### src/rtl/output_layer_writer.sv
// Output layer writer: drains the output FIFO into memory as one AXI4 INCR
// burst per row (layer outer, row inner), with a single burst outstanding.
module output_layer_writer #(
  parameter int C_S_AXI_ID_WIDTH   = 3,
  parameter int C_S_AXI_ADDR_WIDTH = 32,
  parameter int C_S_AXI_DATA_WIDTH = 64
) (
  input  logic                            clk,
  input  logic                            reset_n,
  input  logic                            start,
  input  logic [C_S_AXI_ADDR_WIDTH-1:0]   axi_address,
  input  logic [9:0]                      no_of_output_layers,
  input  logic [9:0]                      output_layer_row_size,
  input  logic [9:0]                      output_layer_col_size,
  output logic                            busy,
  output logic                            done,
  output logic                            cfg_err,
  output logic                            wr_err,
  input  logic [C_S_AXI_DATA_WIDTH-1:0]   out_fifo_data,
  input  logic [9:0]                      out_fifo_dcount,
  output logic                            out_fifo_rd_en,
  output logic [C_S_AXI_ID_WIDTH-1:0]     M_axi_awid,
  output logic [C_S_AXI_ADDR_WIDTH-1:0]   M_axi_awaddr,
  output logic [7:0]                      M_axi_awlen,
  output logic [2:0]                      M_axi_awsize,
  output logic [1:0]                      M_axi_awburst,
  output logic                            M_axi_awlock,
  output logic [3:0]                      M_axi_awcache,
  output logic [2:0]                      M_axi_awprot,
  output logic [3:0]                      M_axi_awqos,
  output logic                            M_axi_awvalid,
  input  logic                            M_axi_awready,
  output logic [C_S_AXI_DATA_WIDTH-1:0]   M_axi_wdata,
  output logic [C_S_AXI_DATA_WIDTH/8-1:0] M_axi_wstrb,
  output logic                            M_axi_wlast,
  output logic                            M_axi_wvalid,
  input  logic                            M_axi_wready,
  input  logic [1:0]                      M_axi_bresp,
  input  logic                            M_axi_bvalid,
  output logic                            M_axi_bready
);

  // state     | meaning
  // IDLE      | waiting for start; config checked here
  // WAIT_DATA | waiting until the FIFO holds a full row
  // ADDR      | AW channel presented for the current row
  // DATA      | popping the row through the skid buffer onto W
  // RESP      | waiting for the B response of the row
  // DONE      | one-cycle done pulse
  typedef enum logic [2:0] {
    S_IDLE, S_WAIT_DATA, S_ADDR, S_DATA, S_RESP, S_DONE
  } state_t;

  localparam int AW = C_S_AXI_ADDR_WIDTH;
  localparam int DW = C_S_AXI_DATA_WIDTH;

  state_t state, state_nxt;

  logic [AW-1:0] base_q, awaddr_q;
  logic [9:0]    layers_q, rows_q, layer_cnt, row_cnt;
  logic [3:0]    beats_q, popped, sent;
  logic [1:0]    occ, occ_after;
  logic          inflight, pop, cfg_ok, last_row, last_layer;
  logic [DW-1:0] skid0, skid1;
  logic [3:0]    beats_in;

  assign beats_in   = 4'((output_layer_col_size + 10'd7) >> 3);
  assign cfg_ok     = (no_of_output_layers != 10'd0) &&
                      (output_layer_row_size != 10'd0) && (output_layer_row_size <= 10'd64) &&
                      (output_layer_col_size != 10'd0) && (output_layer_col_size <= 10'd64);
  assign last_row   = (row_cnt == rows_q - 10'd1);
  assign last_layer = (layer_cnt == layers_q - 10'd1);

  assign M_axi_awid    = '0;
  assign M_axi_awaddr  = awaddr_q;
  assign M_axi_awlen   = {4'd0, beats_q - 4'd1};
  assign M_axi_awsize  = 3'd3;
  assign M_axi_awburst = 2'b01;
  assign M_axi_awlock  = 1'b0;
  assign M_axi_awcache = 4'b0011;
  assign M_axi_awprot  = 3'd0;
  assign M_axi_awqos   = 4'd0;
  assign M_axi_wstrb   = '1;
  assign M_axi_wdata   = skid0;

  always_ff @(posedge clk) begin
    if (!reset_n) state <= S_IDLE;
    else          state <= state_nxt;
  end

  always_comb begin
    state_nxt      = state;
    busy           = (state != S_IDLE);
    done           = (state == S_DONE);
    M_axi_awvalid  = (state == S_ADDR);
    M_axi_bready   = (state == S_RESP);
    M_axi_wvalid   = (state == S_DATA) && (occ != 2'd0);
    M_axi_wlast    = M_axi_wvalid && (sent == beats_q - 4'd1);
    pop            = M_axi_wvalid && M_axi_wready;
    // Occupancy as it will stand next cycle; lets a pop free a slot the
    // same cycle so the row streams at one beat per clock.
    occ_after      = occ - {1'b0, pop} + {1'b0, inflight};
    out_fifo_rd_en = (state == S_DATA) && (popped < beats_q) && (occ_after < 2'd2);

    case (state)
      S_IDLE:      if (start && cfg_ok) state_nxt = S_WAIT_DATA;
      S_WAIT_DATA: if (out_fifo_dcount >= {6'd0, beats_q}) state_nxt = S_ADDR;
      S_ADDR:      if (M_axi_awready) state_nxt = S_DATA;
      S_DATA:      if (pop && M_axi_wlast) state_nxt = S_RESP;
      S_RESP:      if (M_axi_bvalid) state_nxt = (last_row && last_layer) ? S_DONE : S_WAIT_DATA;
      S_DONE:      state_nxt = S_IDLE;
      default:     state_nxt = S_IDLE;
    endcase
  end

  always_ff @(posedge clk) begin
    if (!reset_n) begin
      base_q    <= '0;
      awaddr_q  <= '0;
      layers_q  <= '0;
      rows_q    <= '0;
      beats_q   <= '0;
      layer_cnt <= '0;
      row_cnt   <= '0;
      popped    <= '0;
      sent      <= '0;
      occ       <= '0;
      inflight  <= 1'b0;
      skid0     <= '0;
      skid1     <= '0;
      cfg_err   <= 1'b0;
      wr_err    <= 1'b0;
    end else begin
      if (state == S_IDLE && start) begin
        if (cfg_ok) begin
          base_q    <= axi_address;
          layers_q  <= no_of_output_layers;
          rows_q    <= output_layer_row_size;
          beats_q   <= beats_in;
          layer_cnt <= '0;
          row_cnt   <= '0;
        end else begin
          cfg_err <= 1'b1;
        end
      end

      // Address is frozen once ADDR is entered, so it is stable until awready.
      if (state == S_WAIT_DATA)
        awaddr_q <= base_q + (AW'(layer_cnt) << 12) + (AW'(row_cnt) << 6);

      if (M_axi_bready && M_axi_bvalid) begin
        if (M_axi_bresp != 2'b00) wr_err <= 1'b1;
        if (last_row) begin
          row_cnt   <= '0;
          layer_cnt <= layer_cnt + 10'd1;
        end else begin
          row_cnt <= row_cnt + 10'd1;
        end
      end

      if (state != S_DATA) begin
        popped   <= '0;
        sent     <= '0;
        occ      <= '0;
        inflight <= 1'b0;
      end else begin
        inflight <= out_fifo_rd_en;
        occ      <= occ_after;
        if (out_fifo_rd_en) popped <= popped + 4'd1;
        if (pop)            sent   <= sent + 4'd1;
        case ({pop, inflight})
          2'b01: begin
            if (occ == 2'd0) skid0 <= out_fifo_data;
            else             skid1 <= out_fifo_data;
          end
          2'b10: skid0 <= skid1;
          2'b11: begin
            if (occ == 2'd1) begin
              skid0 <= out_fifo_data;
            end else begin
              skid0 <= skid1;
              skid1 <= out_fifo_data;
            end
          end
          default: ;
        endcase
      end
    end
  end

endmodule

### config.mk
export PLATFORM = sky130hd
export DESIGN_NAME = output_layer_writer
export DESIGN_NICKNAME = d
export VERILOG_FILES = /design/src/rtl/output_layer_writer.sv
export SDC_FILE = /design/constraint.sdc
export NUM_CORES = 1
export LEC_CHECK = 0
export CORE_MARGIN = 2
export CORE_UTILIZATION = 32
export CTS_CLUSTER_DIAMETER = 100
export DETAILED_ROUTE_END_ITERATION = 16
export SETUP_SLACK_MARGIN = 0.05
export SYNTH_ARGS = -nofsm -noshare
export SYNTH_HDL_FRONTEND = slang
export SYNTH_SLANG_ARGS = --single-unit
export TNS_END_PERCENT = 100
### constraint.sdc
create_clock -name clk -period 2.9 [get_ports clk]
set_clock_uncertainty 0.1 [all_clocks]
set_input_delay 0.29 -clock clk [delete_from_list [all_inputs] [get_ports clk]]
set_output_delay 0.29 -clock clk [all_outputs]
set_load 0.01 [all_outputs]
==> run_results.csv, run 1 <==
group,metric,value,unit
synth,synth.distinct_cells,69,
setup_path,crit_chain,"nand3b_1 > nor2_2 > nand2_2 > ha_4 > ha_4 > xnor2_4 > xnor2_2 > a2111oi_4 > buf_2",
setup_path,rr_endpoint,"M_axi_awaddr[25]",
clock_network,cts.sinks,252,
die,fp.dieW,197,um
global_routing,grt_max_degree,65,
power_and_ir_drop,p_int,6.22,mW
die,design.portCount,285,
die,dieHeight,197,um
power_and_ir_drop,clockPowerShare,0.466,
global_routing,antenna_found_initial,5,
sta,rsz0062_at_grt,"true",
synth,ys_seq_area_frac,0.422,
synth,synth_most_common_cell,"nand2_1",
route,vias_per_cell,5.10,
clock_network,numCtsBuffers,30,
min_path,whs_endpoint,"base_q[24]",
setup_path,reg2reg_depth,10,
synth,synth_ff_type,"dfxtp_1",
die,core-area,36700,um^2
setup_path,timing.rr.start,"layer_cnt[2]",
setup_path,crit_arrival,2.51,ns
sta,hold_slack,0.184,ns
setup_path,critPathLaunchType,"flip-flop",
global_routing,grtUsageTotal,0.177,
cells_and_area,post-route-util,0.455,
setup_path,crit_slowest_cell,"a2111oi_4",
clock_network,insertion_delay,0.55,ns
route,antenna_left,0,
clock_network,ctsHtreeMaxLevel,1,
power_and_ir_drop,combPwrFrac,0.101,
place,dp_hpwl,25.3,mm
status,outcome,"finished clean",
power_and_ir_drop,vdd.ir_drop.worst,0.386,mV
power_and_ir_drop,power_density,489,nW/um^2
sta,setup_viol,0,
route,routed_wl,36.3,mm
synth,yosysTopAreaCell,"dfxtp_1",
sta,worst_slack,0.00192,ns
sta,post-route-period-util,0.999,
setup_path,worst-r2r-setup-slack,0.04,ns
synth,synthTopCellsByArea,"dfxtp_1, nand2_1, a21oi_1, ha_1, a221oi_1",
synth,synth_seq_cells,252,
power_and_ir_drop,switchingPower,1.95,mW
min_path,min-delay-start,"axi_address[24]",
synth,netlist.area_leader.share,0.422,
sta,fmax,345,MHz
global_routing,grt_pass1_wl,56.5,mm
synth,yosysWarnings,0,
power_and_ir_drop,finalPower,8.16,mW
sta,maxSlewViolCount,0,
die,die-area,38900,um^2
cells_and_area,drive_gt1_frac,0.114,
cells_and_area,area_growth,39.9,%
place,pre_cts_slack,-0.0795,ns
clock_network,clk_path_buf_depth,3,
clock_network,cts_root_buf,"clkbuf_16",
sta,relSlewSlack,0.636,
die,initial_utilization,0.325,
setup_path,end_kind,"output port",
sta,period_minus_slack,2.90,ns
global_routing,grt_pass1_vias,10800,
power_and_ir_drop,sw_frac_of_total,0.238,
global_routing,gr-total-overflow,0,
synth,synth-edff-count,0,
setup_path,cp_common_cell,"ha_4",
cells_and_area,nNetsFinal,1973,
setup_path,crit_buf_inv,1,
flow_run,maxCapViolations,0,
setup_path,required,2.51,ns
setup_path,max_stage_delay,0.33,ns
power_and_ir_drop,seqPwrFrac,0.433,
route,drc,0,
place,gp_congestion,0.840,
route,routedWlPerCell,16.0,um
sta,hold_violations,0,
power_and_ir_drop,power_leakage,6.01,nW
synth,syn_inst,1488,
clock_network,cts.clk_slew.worst_paths,0.06,ns
setup_path,cp_top_family,"simple AND/OR/NAND/NOR gates",
min_path,whs_path_depth,3,
min_path,hp-class,"input pin to flip-flop",
route,drt_iter0_drc,690,
clock_network,cts_tree,"done",
route,num_vias,11600,
sta,tightest_slew,0.541,ns
setup_path,path_class,"flip-flop to output port",
die,num_rows,70,
synth,synth_common_cells,"nand2_1, dfxtp_1, a21oi_1",
setup_path,critPathMaxFanout,2,
route,first_pass_iters,5,
synth,synth_area,11900,um^2
synth,async_flop_share,0,
synth,syn_avg_cell_area,8.03,um^2
place,portBuffers,252,
-- final cells by class --
type	instances	area (um^2)
clock buffers	41	822
flip-flops and latches	252	5050
well taps	468	586
repair buffers	352	3400
diodes	3	7.51
clock inverters	11	175
inverters	31	121
fillers	3566	20000
multi-input cells	1109	6550
-- metrics by stage --
| step | instance area (um^2) | cells | setup TNS, ns |
|---|---|---|---|
| after floorplan | 12100 | 1518 | 0 |
| after global placement | 15400 | 2200 | -0.110 |
| after detailed placement | 15400 | 2200 | -0.0795 |
| after CTS | 16400 | 2253 | -0.0431 |
| after global routing | 16700 | 2267 | -0.475 |
| final | 16700 | 2267 | 0 |
-- worst max path at each step --
stage | cells past startpoint | slack (ns) | from | endpoint
6_report | 9 | 0.002 | state[2] | out_fifo_rd_en
5_1_grt | 9 | -0.12 | state[2] | out_fifo_rd_en
4_1_cts | 9 | -0.04 | state[2] | out_fifo_rd_en
3_5_place_dp | 8 | -0.08 | M_axi_wready | out_fifo_rd_en
3_3_place_gp | 8 | -0.11 | M_axi_wready | out_fifo_rd_en
2_1_floorplan | 12 | 0.05 | state[2] | popped[3]
-- cell usage in the layout, fill, tap and decap left out, types with 30 or more instances in the layout --
cell type,count
a21oi_1,159
a221oi_1,64
buf_4,89
clkbuf_16,30
clkdlybuf4s50_1,250
conb_1,32
dfxtp_1,247
ha_1,41
nand2_1,296
nor2_1,120
nor3_1,82
xnor2_1,32
-- state kept, by name, summed over array words and instances (netlist names), 4 cells and up --
register,cells
M_axi_awaddr,32
M_axi_wdata,64
sent,4
skid1,64
layer_cnt,10
layers_q,10
popped,4
rows_q,10
row_cnt,10
base_q,32
beats_q,4
-- logic make-up after synthesis --
logic type                 Yosys count  share of synthesized area
adders and majority gates           53                     0.0587
and+or+nand+nor                    634                      0.239
buffers and inverters              157                     0.0601
muxes                                3                    0.00251
AOI/OAI and AO/OA                  337                      0.179
other                                2                   0.000629
xor gates and xnor gates            50                     0.0378
DFF                                252                      0.422
-- what timing repair did --
action / CTS / global route
setup buffers: 1 / 11
endpoints found under the hold margin: 0 / 0
setup endpoints to repair: 7 / 33
hold buffers: 0 / 0
pin swaps: 5 / 20
resized for setup: 11 / 37
-- worst reg2reg max path, delay by kind of cell (launching register included) --
| family | cells | cell delay [ns] |
|---|---|---|
| flip-flops | 1 | 0.33 |
| AO/OA/AOI/OAI | 6 | 1.09 |
| buffers and inverters | 1 | 0.16 |
| AND/OR/NAND/NOR | 1 | 0.32 |
| adder cells (fa/ha/maj) | 2 | 0.80 |
-- power groups by stage --
| stage | registers (mW) | clock network, mW | logic (mW) |
|---|---|---|---|
| finish | 3.54 | 3.80 | 0.824 |
| floorplan | 3.62 | 0 | 0.374 |
| CTS | 3.54 | 3.90 | 0.822 |
| global route | 3.54 | 4.06 | 0.895 |
| detailed placement | 3.61 | 0 | 0.818 |
| global placement | 3.61 | 0 | 0.811 |
-- per-layer routing --
| layer | global-route usage | share of wire | vias to the layer above |
|---|---|---|---|
| li1 | - | - | 5725 |
| met1 | 0.232 | 0.44 | 5477 |
| met2 | 0.294 | 0.48 | 313 |
| met3 | 0.0299 | 0.060 | 52 |
| met4 | 0.0627 | 0.025 | 2 |
| met5 | 0 | 0.00036 | - |
Note: power is estimated with default switching activity, not from simulation.
==> inputs of run 2 (changes only) <==
CTS_CLUSTER_DIAMETER = 150   (was 100)
==> run_results.csv, run 2 (synthesized netlist as in run 1, its figures left out) <==
group,metric,value,unit
route,vias_per_cell,5.09,
clock_network,cts.clk_slew.worst_paths,0.06,ns
setup_path,max_stage_delay,0.33,ns
die,num_rows,70,
status,outcome,"finished clean",
setup_path,path_class,"flip-flop to output port",
min_path,hp-class,"input pin to flip-flop",
setup_path,worst-r2r-setup-slack,0.07,ns
min_path,min-delay-start,"axi_address[8]",
clock_network,ctsHtreeMaxLevel,1,
power_and_ir_drop,seqPwrFrac,0.444,
sta,hold_violations,0,
power_and_ir_drop,clockPowerShare,0.452,
cells_and_area,drive_gt1_frac,0.114,
place,dp_cells,2200,
route,num_vias,11500,
route,first_pass_iters,5,
sta,post-route-period-util,0.997,
global_routing,grtUsageTotal,0.177,
route,drt_iter0_drc,668,
route,drc,0,
clock_network,clk_path_buf_depth,3,
route,routed_wl,36.3,mm
clock_network,cts_root_buf,"clkbuf_16",
sta,fmax,346,MHz
setup_path,crit_buf_inv,1,
route,routedWlPerCell,16.0,um
die,core-area,36700,um^2
global_routing,gr-total-overflow,0,
min_path,whs_endpoint,"base_q[8]",
die,dieHeight,197,um
die,initial_utilization,0.325,
place,placed_area,15400,um^2
global_routing,grt_pass1_wl,56.4,mm
clock_network,holdBufCountCts,0,
cells_and_area,finalInstanceArea,16700,um^2
global_routing,grt_max_degree,65,
global_routing,grt_pass1_vias,10900,
setup_path,critPathMaxFanout,2,
setup_path,required,2.51,ns
cells_and_area,nNetsFinal,1974,
sta,relSlewSlack,0.632,
setup_path,crit_arrival,2.50,ns
setup_path,cp_top_family,"simple AND/OR/NAND/NOR gates",
sta,rsz0062_at_grt,"true",
power_and_ir_drop,combPwrFrac,0.104,
cells_and_area,layout_common_cells,"nand2_1, clkdlybuf4s50_1, dfxtp_1",
cells_and_area,final_common_cell,"nand2_1",
die,design.portCount,285,
setup_path,timing.rr.start,"layer_cnt[2]",
place,dp_hpwl,25.3,mm
clock_network,numCtsBuffers,30,
place,portBuffers,252,
global_routing,antenna_found_initial,5,
setup_path,crit_chain,"nand3b_1 > nor2_2 > nand2_2 > ha_4 > ha_4 > xnor2_4 > xnor2_2 > a2111oi_4 > buf_2",
place,gp_congestion,0.840,
power_and_ir_drop,p_int,6.06,mW
cells_and_area,fin_cells,2267,
setup_path,cp_common_cell,"ha_4",
setup_path,crit_slowest_cell,"a2111oi_4",
die,die-area,38900,um^2
setup_path,reg2reg_depth,10,
power_and_ir_drop,sw_frac_of_total,0.239,
sta,setup_viol,0,
power_and_ir_drop,vdd.ir_drop.worst,0.353,mV
sta,maxSlewViolCount,0,
power_and_ir_drop,power_density,478,nW/um^2
power_and_ir_drop,switchingPower,1.90,mW
setup_path,critPathLaunchType,"flip-flop",
clock_network,cts.sinks,252,
clock_network,insertion_delay,0.54,ns
route,antenna_left,0,
power_and_ir_drop,power_leakage,6.02,nW
clock_network,cts_tree,"done",
sta,hold_slack,0.193,ns
cells_and_area,area_growth,39.6,%
die,fp.dieW,197,um
sta,tightest_slew,0.551,ns
cells_and_area,nFillCells,3579,
setup_path,end_kind,"output port",
flow_run,maxCapViolations,0,
setup_path,rr_endpoint,"M_axi_awaddr[29]",
sta,period_minus_slack,2.89,ns
min_path,whs_path_depth,3,
[run 2: cell types whose count changed in the layout (fill, tap and decap cells not counted), moves of 2 or more]
cell and delta:
bufinv_16 -3, a31o_4 +2, clkinv_2 +2, clkinvlp_4 -2
clkbuf_8 +3, a31o_2 -2
[run 2: worst register-to-register path, delay by kind of cell (launching register included)]
family                   cells  cell delay [ns]
AO/OA/AOI/OAI                5             0.93
adder cells (fa/ha/maj)      2             0.80
AND/OR/NAND/NOR              2             0.40
flip-flops                   1             0.33
buffers and inverters        1             0.16
[run 2: power groups by stage]
stage / combinational [mW] / sequential (mW) / clock, mW
floorplan: 0.374 / 3.62 / 0
global placement: 0.811 / 3.61 / 0
detailed placement: 0.818 / 3.61 / 0
CTS: 0.822 / 3.54 / 3.70
global route: 0.896 / 3.54 / 3.86
finish: 0.826 / 3.54 / 3.60
[run 2: worst max path at each step]
| stage | startpoint | end | slack (ns) | cells after the start |
|---|---|---|---|---|
| finish | state[2] | out_fifo_rd_en | 0.009 | 9 |
| CTS | state[2] | out_fifo_rd_en | -0.04 | 9 |
| floorplan | state[2] | popped[3] | 0.05 | 12 |
| detailed placement | M_axi_wready | out_fifo_rd_en | -0.08 | 8 |
| global placement | M_axi_wready | out_fifo_rd_en | -0.11 | 8 |
| global route | state[2] | out_fifo_rd_en | -0.11 | 9 |
[run 2: repair_timing]
item                                    4_1_cts  5_1_grt
buffers inserted                              1       12
hold endpoints to repair                      0        0
resized for setup                            11       40
pin swaps                                     5       25
endpoints found under the setup margin        7       32
[run 2: stage by stage]
step	setup TNS, ns	power [mW]	setup slack [ns]	utilization
4_1_cts	-0.0432	8.06	-0.0432	0.447
6_report	0	7.97	0.00882	0.454
5_1_grt	-0.363	8.30	-0.113	0.454
3_3_place_gp	-0.110	4.42	-0.110	0.420
2_1_floorplan	0	3.99	0.0545	-
3_5_place_dp	-0.0795	4.43	-0.0795	0.420
[run 2: final cells by class]
type | instances | area (um^2) | area share
multi-input cells | 1109 | 6560 | 0.393
flip-flops and latches | 252 | 5050 | 0.303
repair buffers | 353 | 3410 | 0.204
clock buffers | 44 | 885 | 0.0530
well taps | 468 | 586 | 0.0351
inverters | 31 | 121 | 0.00728
clock inverters | 7 | 63.8 | 0.00383
diodes | 3 | 7.51 | 0.000450
[run 2: layer usage]
metal	up-vias	wire length, um	GRT usage
met5	-	13	0
met4	2	1050	0.0640
met3	59	1750	0.0289
met2	281	17300	0.295
met1	5482	16200	0.231
li1	5724	-	-
